--- src/rtl/bandai2003_pkg.sv ---
// Shared constants and types for the Bandai 2003 mapper unlock (host and mapper sides).
package bandai2003_pkg;

  localparam logic [7:0]  ADDR_ACK         = 8'h5A;
  localparam logic [7:0]  ADDR_NAK         = 8'hA5;
  localparam int unsigned FRAME_DATA_BITS  = 16;
  localparam logic [15:0] EXP_WORD_DEFAULT = 16'h28A0;

  typedef enum logic [2:0] {
    ST_IDLE,
    ST_ACK,
    ST_NAK,
    ST_WAIT_START,
    ST_DATA,
    ST_TRAIL,
    ST_PASSED,
    ST_FAILED
  } state_e;

endpackage

--- src/rtl/bandai2003_so_rx.sv ---
// Mapper SO receiver: start-bit search with timeout, 16-bit LSB-first shift, trailer check.
module bandai2003_so_rx
  import bandai2003_pkg::*;
#(
  parameter logic [15:0] EXP_WORD = EXP_WORD_DEFAULT,
  parameter int unsigned TIMEOUT  = 32
) (
  input  logic                       CLK,
  input  logic                       RSTn,
  input  logic                       clr_i,
  input  logic                       wait_i,
  input  logic                       data_i,
  input  logic                       trail_i,
  input  logic                       so_i,
  output logic                       frame_start_c_o,
  output logic                       last_bit_c_o,
  output logic                       bit_ok_c_o,
  output logic                       err_c_o,
  output logic [FRAME_DATA_BITS-1:0] rx_data_o
);

  localparam int unsigned TCW = (TIMEOUT < 2) ? 1 : $clog2(TIMEOUT);
  localparam int unsigned BCW = $clog2(FRAME_DATA_BITS);

  logic [TCW-1:0]             tmo_cnt_q, tmo_cnt_d;
  logic [BCW-1:0]             bit_cnt_q, bit_cnt_d;
  logic [FRAME_DATA_BITS-1:0] rx_q, rx_d;
  logic                       tmo_hit;
  logic                       trail_ok;

  assign tmo_hit  = (tmo_cnt_q == TCW'(TIMEOUT - 1));
  assign trail_ok = ~so_i & (rx_q == EXP_WORD);

  assign frame_start_c_o = wait_i & ~so_i;
  assign last_bit_c_o    = data_i & (bit_cnt_q == BCW'(FRAME_DATA_BITS - 1));
  assign bit_ok_c_o      = trail_i & trail_ok;
  assign err_c_o         = (wait_i & so_i & tmo_hit) | (trail_i & ~trail_ok);
  assign rx_data_o       = rx_q;

  // Counters run only inside their phase and sit at zero otherwise; payload shifts in MSB-side.
  always_comb begin
    tmo_cnt_d = '0;
    bit_cnt_d = '0;
    rx_d      = rx_q;
    if (wait_i && so_i) tmo_cnt_d = tmo_cnt_q + TCW'(1);
    if (data_i) begin
      bit_cnt_d = bit_cnt_q + BCW'(1);
      rx_d      = {so_i, rx_q[FRAME_DATA_BITS-1:1]};
    end
    if (clr_i) rx_d = '0;
  end

  // Receiver state registers.
  always_ff @(posedge CLK or negedge RSTn) begin
    if (!RSTn) begin
      tmo_cnt_q <= '0;
      bit_cnt_q <= '0;
      rx_q      <= '0;
    end else begin
      tmo_cnt_q <= tmo_cnt_d;
      bit_cnt_q <= bit_cnt_d;
      rx_q      <= rx_d;
    end
  end

endmodule

--- src/rtl/bandai2003_unlock_host.sv ---
// Console-side Bandai 2003 unlock: drives the ACK/NAK address pair, receives the mapper frame,
// sets sticky SYSTEM_CTRL1[7] on a matching payload. Optional auto-retry: BANDAI2003_RETRY_EN.
module bandai2003_unlock_host
  import bandai2003_pkg::*;
#(
  parameter logic [15:0] EXP_WORD  = EXP_WORD_DEFAULT,
  parameter int unsigned TIMEOUT   = 32,
  parameter logic [7:0]  IDLE_ADDR = 8'h00,
  parameter int unsigned MAX_RETRY = 3
) (
  input  logic        CLK,
  input  logic        RSTn,
  input  logic        start,
  output logic [7:0]  addr_o,
  input  logic        so_i,
  output logic        busy,
  output logic        done,
  output logic        pass,
  output logic [15:0] rx_data,
  output logic        ctrl1_b7
);

  if (TIMEOUT < 2 || IDLE_ADDR == ADDR_ACK || IDLE_ADDR == ADDR_NAK || MAX_RETRY > 255)
  begin : g_param_err
    $error("bandai2003_unlock_host: illegal parameter set");
  end

  state_e     state_q, state_d;
  logic [7:0] addr_q, addr_d;
  logic       busy_q, busy_d;
  logic       done_q, done_d;
  logic       pass_q, pass_d;
  logic       ctrl_q, ctrl_d;
  logic       rx_clr;
  logic       fail;
  logic       frame_start_c, last_bit_c, bit_ok_c, err_c;
  logic       in_wait, in_data, in_trail;

`ifdef BANDAI2003_RETRY_EN
  localparam int unsigned RCW = (MAX_RETRY < 1) ? 1 : $clog2(MAX_RETRY + 1);
  logic [RCW-1:0] retry_q, retry_d;
`endif

  assign in_wait  = (state_q == ST_WAIT_START);
  assign in_data  = (state_q == ST_DATA);
  assign in_trail = (state_q == ST_TRAIL);

  bandai2003_so_rx #(
    .EXP_WORD (EXP_WORD),
    .TIMEOUT  (TIMEOUT)
  ) u_so_rx (
    .CLK             (CLK),
    .RSTn            (RSTn),
    .clr_i           (rx_clr),
    .wait_i          (in_wait),
    .data_i          (in_data),
    .trail_i         (in_trail),
    .so_i            (so_i),
    .frame_start_c_o (frame_start_c),
    .last_bit_c_o    (last_bit_c),
    .bit_ok_c_o      (bit_ok_c),
    .err_c_o         (err_c),
    .rx_data_o       (rx_data)
  );

  // Sequencer next state, fail/retry resolution and registered output values.
  always_comb begin
    state_d = state_q;
    done_d  = 1'b0;
    pass_d  = pass_q;
    ctrl_d  = ctrl_q;
    rx_clr  = 1'b0;
    fail    = 1'b0;
`ifdef BANDAI2003_RETRY_EN
    retry_d = retry_q;
`endif
    case (state_q)
      ST_IDLE, ST_FAILED: begin
        if (start) begin
          state_d = ST_ACK;
          rx_clr  = 1'b1;
          pass_d  = 1'b0;
`ifdef BANDAI2003_RETRY_EN
          retry_d = '0;
`endif
        end
      end
      ST_ACK:        state_d = ST_NAK;
      ST_NAK:        state_d = ST_WAIT_START;
      ST_WAIT_START: begin
        if (frame_start_c) state_d = ST_DATA;
        else if (err_c)    fail    = 1'b1;
      end
      ST_DATA: begin
        if (last_bit_c) state_d = ST_TRAIL;
      end
      ST_TRAIL: begin
        if (bit_ok_c) begin
          state_d = ST_PASSED;
          done_d  = 1'b1;
          pass_d  = 1'b1;
          ctrl_d  = 1'b1;
        end else begin
          fail = 1'b1;
        end
      end
      ST_PASSED: state_d = ST_PASSED;
      default:   state_d = ST_IDLE;
    endcase

    if (fail) begin
`ifdef BANDAI2003_RETRY_EN
      if (retry_q < RCW'(MAX_RETRY)) begin
        state_d = ST_ACK;
        retry_d = retry_q + RCW'(1);
        rx_clr  = 1'b1;
      end else begin
        state_d = ST_FAILED;
        done_d  = 1'b1;
        pass_d  = 1'b0;
      end
`else
      state_d = ST_FAILED;
      done_d  = 1'b1;
      pass_d  = 1'b0;
`endif
    end

    case (state_d)
      ST_ACK:  addr_d = ADDR_ACK;
      ST_NAK:  addr_d = ADDR_NAK;
      default: addr_d = IDLE_ADDR;
    endcase
    busy_d = (state_d == ST_ACK) || (state_d == ST_NAK) || (state_d == ST_WAIT_START) ||
             (state_d == ST_DATA) || (state_d == ST_TRAIL);
  end

  // State and output registers.
  always_ff @(posedge CLK or negedge RSTn) begin
    if (!RSTn) begin
      state_q <= ST_IDLE;
      addr_q  <= IDLE_ADDR;
      busy_q  <= 1'b0;
      done_q  <= 1'b0;
      pass_q  <= 1'b0;
      ctrl_q  <= 1'b0;
`ifdef BANDAI2003_RETRY_EN
      retry_q <= '0;
`endif
    end else begin
      state_q <= state_d;
      addr_q  <= addr_d;
      busy_q  <= busy_d;
      done_q  <= done_d;
      pass_q  <= pass_d;
      ctrl_q  <= ctrl_d;
`ifdef BANDAI2003_RETRY_EN
      retry_q <= retry_d;
`endif
    end
  end

  assign addr_o   = addr_q;
  assign busy     = busy_q;
  assign done     = done_q;
  assign pass     = pass_q;
  assign ctrl1_b7 = ctrl_q;

endmodule

--- config.mk ---
export PLATFORM = sky130hd
export DESIGN_NAME = bandai2003_unlock_host
export DESIGN_NICKNAME = d
export VERILOG_FILES = /design/src/rtl/bandai2003_pkg.sv /design/src/rtl/bandai2003_so_rx.sv /design/src/rtl/bandai2003_unlock_host.sv
export SDC_FILE = /design/constraint.sdc
export NUM_CORES = 1
export LEC_CHECK = 0
export CORE_UTILIZATION = 37
export CTS_CLUSTER_DIAMETER = 40
export DETAILED_ROUTE_END_ITERATION = 12
export GPL_TIMING_DRIVEN = 0
export PLACE_DENSITY = 0.59
export SYNTH_ARGS = -nofsm -noshare
export SYNTH_HDL_FRONTEND = slang
export SYNTH_SLANG_ARGS = --single-unit
--- constraint.sdc ---
create_clock -name CLK -period 1.8 [get_ports CLK]
set_input_delay 0.36 -clock CLK [delete_from_list [all_inputs] [get_ports CLK]]
set_output_delay 0.36 -clock CLK [all_outputs]
set_load 0.02 [all_outputs]
==> impl_metrics.py, run 1 <==
metrics = {
    "global_route": {
        "grt_pass1_wl_um": 5630,
        "grt_use_met3": 0.0428,
        "grt_use_met2": 0.283,
        "grt_util_met1": 0.214,
        "top_usage_layer": "met2",
        "track_usage": 0.175,
        "grt_overflow": 0,
        "grt_pass1_vias": 1214,
        "antenna_found_initial": 0,
        "grt_start_max_net_pins": 35,
    },
    "power_and_ir_drop": {
        "internal-power_mw": 1.85,
        "ir_drop_mv": 0.755,
        "combPwrFrac": 0.452,
        "powerDensity_mw_per_mm2": 1500,
        "leakage_nw": 0.956,
        "seqPwrFrac": 0.373,
        "p_sw_mw": 1.17,
        "p_clk_frac": 0.175,
        "swShare": 0.388,
    },
    "sta": {
        "min_period_ps": 1730,
        "maxSlewHeadroom": 0.506,
        "hold_viol": 0,
        "clock.fmax_mhz": 579,
        "final_max_slew_viol_count": 0,
        "rsz0062_at_grt": "no",
        "holdWs_ps": 135,
        "fin_skew_ps": 4.02,
        "worst_pin_slew_ps": 741,
        "setup_viol": 0,
        "fin_ws_ps": 72.7,
        "period_share": 0.960,
    },
    "cts": {
        "path_clk_slew_ps": 70,
        "numCtsBuffers": 5,
        "cts_max_level": 2,
        "ctsRootBufferMaster": "clkbuf_8",
        "clock_path_buffers": 2,
        "cts_tree": "done",
        "cts_sinks": 34,
        "clock_latency_ps": 290,
    },
    "synthesis": {
        "avgSynthCellArea_um2": 9.76,
        "ys_types": 36,
        "synth_edf_count": 0,
        "synth_nets": 165,
        "netlist_area_mm2": 0.00154,
        "async_reset_ff_frac": 1.00,
        "synth_cells": 158,
        "synth-main-ff-cell": "dfrtp_1",
        "ys_ff_latch": 34,
        "seq_area_frac_synth": 0.552,
        "yosysWarningCount": 0,
    },
    "routing": {
        "drtIter0Drc": 33,
        "ant_nets": 0,
        "avgViaCountPerCell": 5.00,
        "first_pass_iters": 4,
        "drc": 0,
        "wire_per_inst_um": 13.1,
        "wirelength_um": 3230,
        "vias": 1230,
    },
    "critical_path": {
        "path_cells": "buf_4, clkdlybuf4s50_1",
        "crit_arrival_ps": 1370,
        "cp-start-kind": "flip-flop",
        "end_kind": "output pin",
        "crit_type": "reg -> out",
        "critPathMaxFanout": 4,
        "critical_path_required_ps": 1440,
        "cpPeakStageDelay_ps": 590,
        "cp_slowest_cell": "clkdlybuf4s50_1",
    },
    "floorplanning": {
        "start_util": 0.385,
        "coreArea_mm2": 0.00400,
        "fp-row-count": 23,
        "die_h_um": 66.5,
        "die_w_um": 66.5,
        "fp.dieArea_mm2": 0.00443,
        "pin_count": 32,
    },
    "layout": {
        "multi_input_area_um2": 608,
        "finish.net_count": 203,
        "regArea_um2": 851,
        "antenna-diode-count": 0,
        "drive_gt1_frac": 0.133,
        "mostFrequentLayoutCell": "nand2_1",
        "finalCoreUtilization": 0.505,
        "layout-area-overhead-vs-synth_pct": 31.0,
        "design_area_mm2": 0.00202,
        "filler_cell_count": 368,
        "layout_common_cells": "38 x nand2_1, 34 x dfrtp_1, 26 x clkdlybuf4s50_1",
    },
    "outcome": {
        "run_status": "complete, no violations",
    },
    "place": {
        "io_buffers": 31,
        "dpl.hpwl_um": 2250,
        "gp_congestion": 0.790,
        "place_ws_ps": -332,
        "post_dp_cell_area_mm2": 0.00191,
    },
    "worst_hold_path": {
        "min_path_type": "in -> async",
    },
    "run": {
        "drv_cap": 0,
    },
}
power by group through the flow:
stage	Clock (mW)	Combinational [mW]	Sequential, mW
6_report	0.528	1.37	1.13
2_1_floorplan	0	0.660	1.29
3_3_place_gp	0	1.34	1.13
4_1_cts	0.535	1.37	1.13
5_1_grt	0.569	1.50	1.16
3_5_place_dp	0	1.36	1.14
logic make-up after synthesis:
group,after synthesis,synth area share
AO/OA/AOI/OAI,28,0.110
XOR/XNOR,4,0.0227
adder cells (fa/ha/maj),3,0.0244
buffers and inverters,16,0.0665
flip-flops,34,0.552
AND/OR/NAND/NOR,73,0.224
path summary, 6_finish.rpt:
| kind | start | cells past startpoint | slack (ps) | endpoint |
|---|---|---|---|---|
| setup / recovery | addr_o[6] | 2 | 70 | addr_o[6] |
| hold / removal | RSTn | 1 | 140 | state_q[1] |
| setup reg to reg | u_so_rx.tmo_cnt_q[0] | 8 | 140 | busy |
| hold reg to reg | u_so_rx.bit_cnt_q[0] | 1 | 480 | u_so_rx.bit_cnt_q[0] |
| max in group asynchronous | RSTn | 1 | 1190 | u_so_rx.rx_data_o[11] |
| min in group CLK | so_i | 3 | 450 | u_so_rx.rx_data_o[15] |
synthesized netlist by cell type (all sizes together) (2+ instances only):
library cell / number / area, um2
nand2: 38 / 143
dfrtp: 34 / 851
a21oi: 19 / 95.1
nor2: 12 / 47.6
buf: 11 / 82.6
and2: 3 / 18.8
ha: 3 / 37.5
inv: 3 / 11.3
nand3: 3 / 15.0
nor3: 3 / 15.0
or3: 3 / 23.8
and3: 2 / 12.5
clkbuf: 2 / 8.75
nor4b: 2 / 17.5
o21ai: 2 / 10.0
xnor2: 2 / 17.5
xor2: 2 / 17.5
critical path: cells and delay by family, from the launching register on:
kind / cells / cell delay (ps)
flops: 1 / 380
buf+inv: 2 / 710
metrics by stage:
step	power, mW	TNS, ps	std cells
after CTS	3.03	0	246
after detailed placement	2.49	-820	239
final	3.02	0	246
after global placement	2.47	-11300	239
after global routing	3.22	0	246
after floorplan	1.95	0	158
state kept, by name, summed over array words and instances, names as in the netlist, 2 cells and up:
register and count:
u_so_rx.rx_data_o 16, u_so_rx.tmo_cnt_q 5, u_so_rx.bit_cnt_q 4, state_q 3, addr_o 2
layer usage:
metal | share of wire | wire length, um
met5 | 0 | 0
met4 | 0.018 | 57
met3 | 0.049 | 159
met2 | 0.48 | 1560
met1 | 0.45 | 1460
area by class of cell:
class	instances	area share
Buffer	12	0.0434
Clock buffer	7	0.0378
Inverter	3	0.00558
Multi-Input combinational cell	108	0.301
Sequential cell	34	0.421
Tap cell	50	0.0310
Timing Repair Buffer	32	0.160
what timing repair did:
| item | 4_1_cts | 5_1_grt |
|---|---|---|
| endpoints found under the setup margin | 1 | 9 |
| pin swaps | 0 | 2 |
| setup buffers | 0 | 1 |
| gates resized for setup | 1 | 7 |
| hold buffers | 0 | 0 |
No activity file was read; power rests on OpenSTA's default activity.
==> run 2: changes to the inputs <==
Settings changed: CELL_PAD_IN_SITES_DETAIL_PLACEMENT set to 1, CELL_PAD_IN_SITES_GLOBAL_PLACEMENT set to 2, CORE_UTILIZATION 37 to 31, PLACE_DENSITY 0.59 to 0.76.
==> impl_metrics.py, run 2 (same netlist as run 1, synthesis figures left out) <==
metrics = {
    "layout": {
        "layout-area-overhead-vs-synth_pct": 32.6,
        "largest_reg_flops": 16,
        "drive_gt1_frac": 0.137,
        "finish.net_count": 203,
        "filler_cell_count": 551,
        "finalCoreUtilization": 0.430,
        "mostFrequentLayoutCell": "nand2_1",
        "instances_no_fill": 264,
        "layout_common_cells": "38 x nand2_1, 34 x dfrtp_1, 27 x clkdlybuf4s50_1",
        "antenna-diode-count": 0,
    },
    "floorplanning": {
        "die_h_um": 72.5,
        "fp.dieArea_mm2": 0.00526,
        "die_w_um": 72.5,
        "coreArea_mm2": 0.00475,
        "fp-row-count": 25,
        "start_util": 0.324,
        "pin_count": 32,
    },
    "power_and_ir_drop": {
        "powerDensity_mw_per_mm2": 1510,
        "ir_drop_mv": 0.608,
        "leakage_nw": 0.953,
    },
    "critical_path": {
        "cp_slowest_cell": "clkdlybuf4s50_1",
        "cpPeakStageDelay_ps": 590,
        "r2r_slack_ps": 110,
        "timing.rr.start": "u_so_rx.tmo_cnt_q[0]",
        "cp-start-kind": "flip-flop",
        "worst-r2r-cell-count": 8,
        "end_kind": "output pin",
        "crit_type": "reg -> out",
        "r2r-end": "busy",
        "path_cells": "buf_4, clkdlybuf4s50_1",
        "critical_path_buf_inv_count": 2,
        "critical_path_required_ps": 1440,
        "critPathMaxFanout": 4,
        "crit_arrival_ps": 1380,
        "cp_top_family": "buffers and inverters",
    },
    "routing": {
        "avgViaCountPerCell": 4.63,
        "wire_per_inst_um": 14.3,
        "drtIter0Drc": 83,
        "vias": 1222,
        "ant_nets": 0,
        "wirelength_um": 3770,
        "drc": 0,
        "first_pass_iters": 4,
    },
    "place": {
        "place_ws_ps": -362,
        "gp_congestion": 0.800,
        "io_buffers": 31,
        "dpl.hpwl_um": 2660,
        "dp.cells": 256,
    },
    "sta": {
        "period_share": 0.966,
        "setup_viol": 0,
        "min_period_ps": 1740,
        "fin_skew_ps": 8.77,
        "worst_pin_slew_ps": 775,
        "holdWs_ps": 152,
        "hold_viol": 0,
        "final_max_slew_viol_count": 0,
        "clock.fmax_mhz": 575,
        "maxSlewHeadroom": 0.484,
        "fin_ws_ps": 61.2,
    },
    "global_route": {
        "grt_use_met3": 0.0472,
        "track_usage": 0.161,
        "top_usage_layer": "met2",
        "grt_pass1_vias": 1350,
        "grt_start_max_net_pins": 35,
        "grt_pass1_wl_um": 6420,
        "grt_use_met2": 0.256,
        "grt_overflow": 0,
        "antenna_found_initial": 0,
        "grt_util_met1": 0.209,
    },
    "cts": {
        "path_clk_slew_ps": 70,
        "clock_latency_ps": 280,
        "numCtsBuffers": 5,
        "ctsRootBufferMaster": "clkbuf_8",
        "clock_path_buffers": 2,
        "cts_tree": "done",
        "cts_sinks": 34,
        "cts_max_level": 2,
    },
    "worst_hold_path": {
        "min_path_type": "in -> async",
    },
    "outcome": {
        "run_status": "complete, no violations",
    },
    "run": {
        "drv_cap": 0,
    },
}
run 2: metrics by stage:
| stage | total power [mW] | instance area (um2) | TNS [ps] |
|---|---|---|---|
| final | 3.10 | 2040 | 0 |
| after global routing | 3.31 | 2040 | -12.9 |
| after CTS | 3.16 | 2030 | 0 |
| after detailed placement | 2.54 | 1930 | -924 |
| after global placement | 2.49 | 1940 | -12420 |
| after floorplan | 1.95 | 1540 | 0 |
run 2: worst register-to-register path, cell delays in order (launching register included):
cell     delay, ps
dfrtp_1        400
ha_1           230
and3_1         180
ha_1           190
inv_1           60
a21oi_1         60
o22a_1         240
nor2_1         120
o22ai_1         90
run 2: worst max path at each step:
stage / cells after the start / endpoint / start
finish: 2 / addr_o[3] / addr_o[6]
global route: 6 / busy / so_i
CTS: 2 / addr_o[5] / addr_o[5]
floorplan: 8 / busy / u_so_rx.tmo_cnt_q[0]
detailed placement: 6 / busy / so_i
global placement: 6 / busy / so_i
run 2: where the power goes:
part	switching, mW	total [mW]	leakage (nW)	internal [mW]
logic	0.756	1.38	0.446	0.625
registers	0.179	1.14	0.459	0.957
clock network	0.271	0.579	0.0482	0.309
run 2: layer usage:
metal	wire, um	vias to the layer above
li1	-	598
met1	1770	595
met4	54	0
met5	0	-
met2	1810	23
met3	138	6
run 2: final cells by class:
class	instances	area, um2	area share
Clock inverter	1	5.00	0.00245
Tap cell	67	83.8	0.0410
Inverter	3	11.3	0.00551
Buffer	12	87.6	0.0428
Multi-Input combinational cell	108	599	0.293
Clock buffer	7	86.3	0.0422
Timing Repair Buffer	32	320	0.157
Sequential cell	34	851	0.416
run 2: what timing repair did:
action                     in CTS  in global routing
hold buffers                    0                  0
resized for setup               2                  3
buffers inserted                0                  1
pin swaps                       0                  1
setup endpoints to repair       1                 11
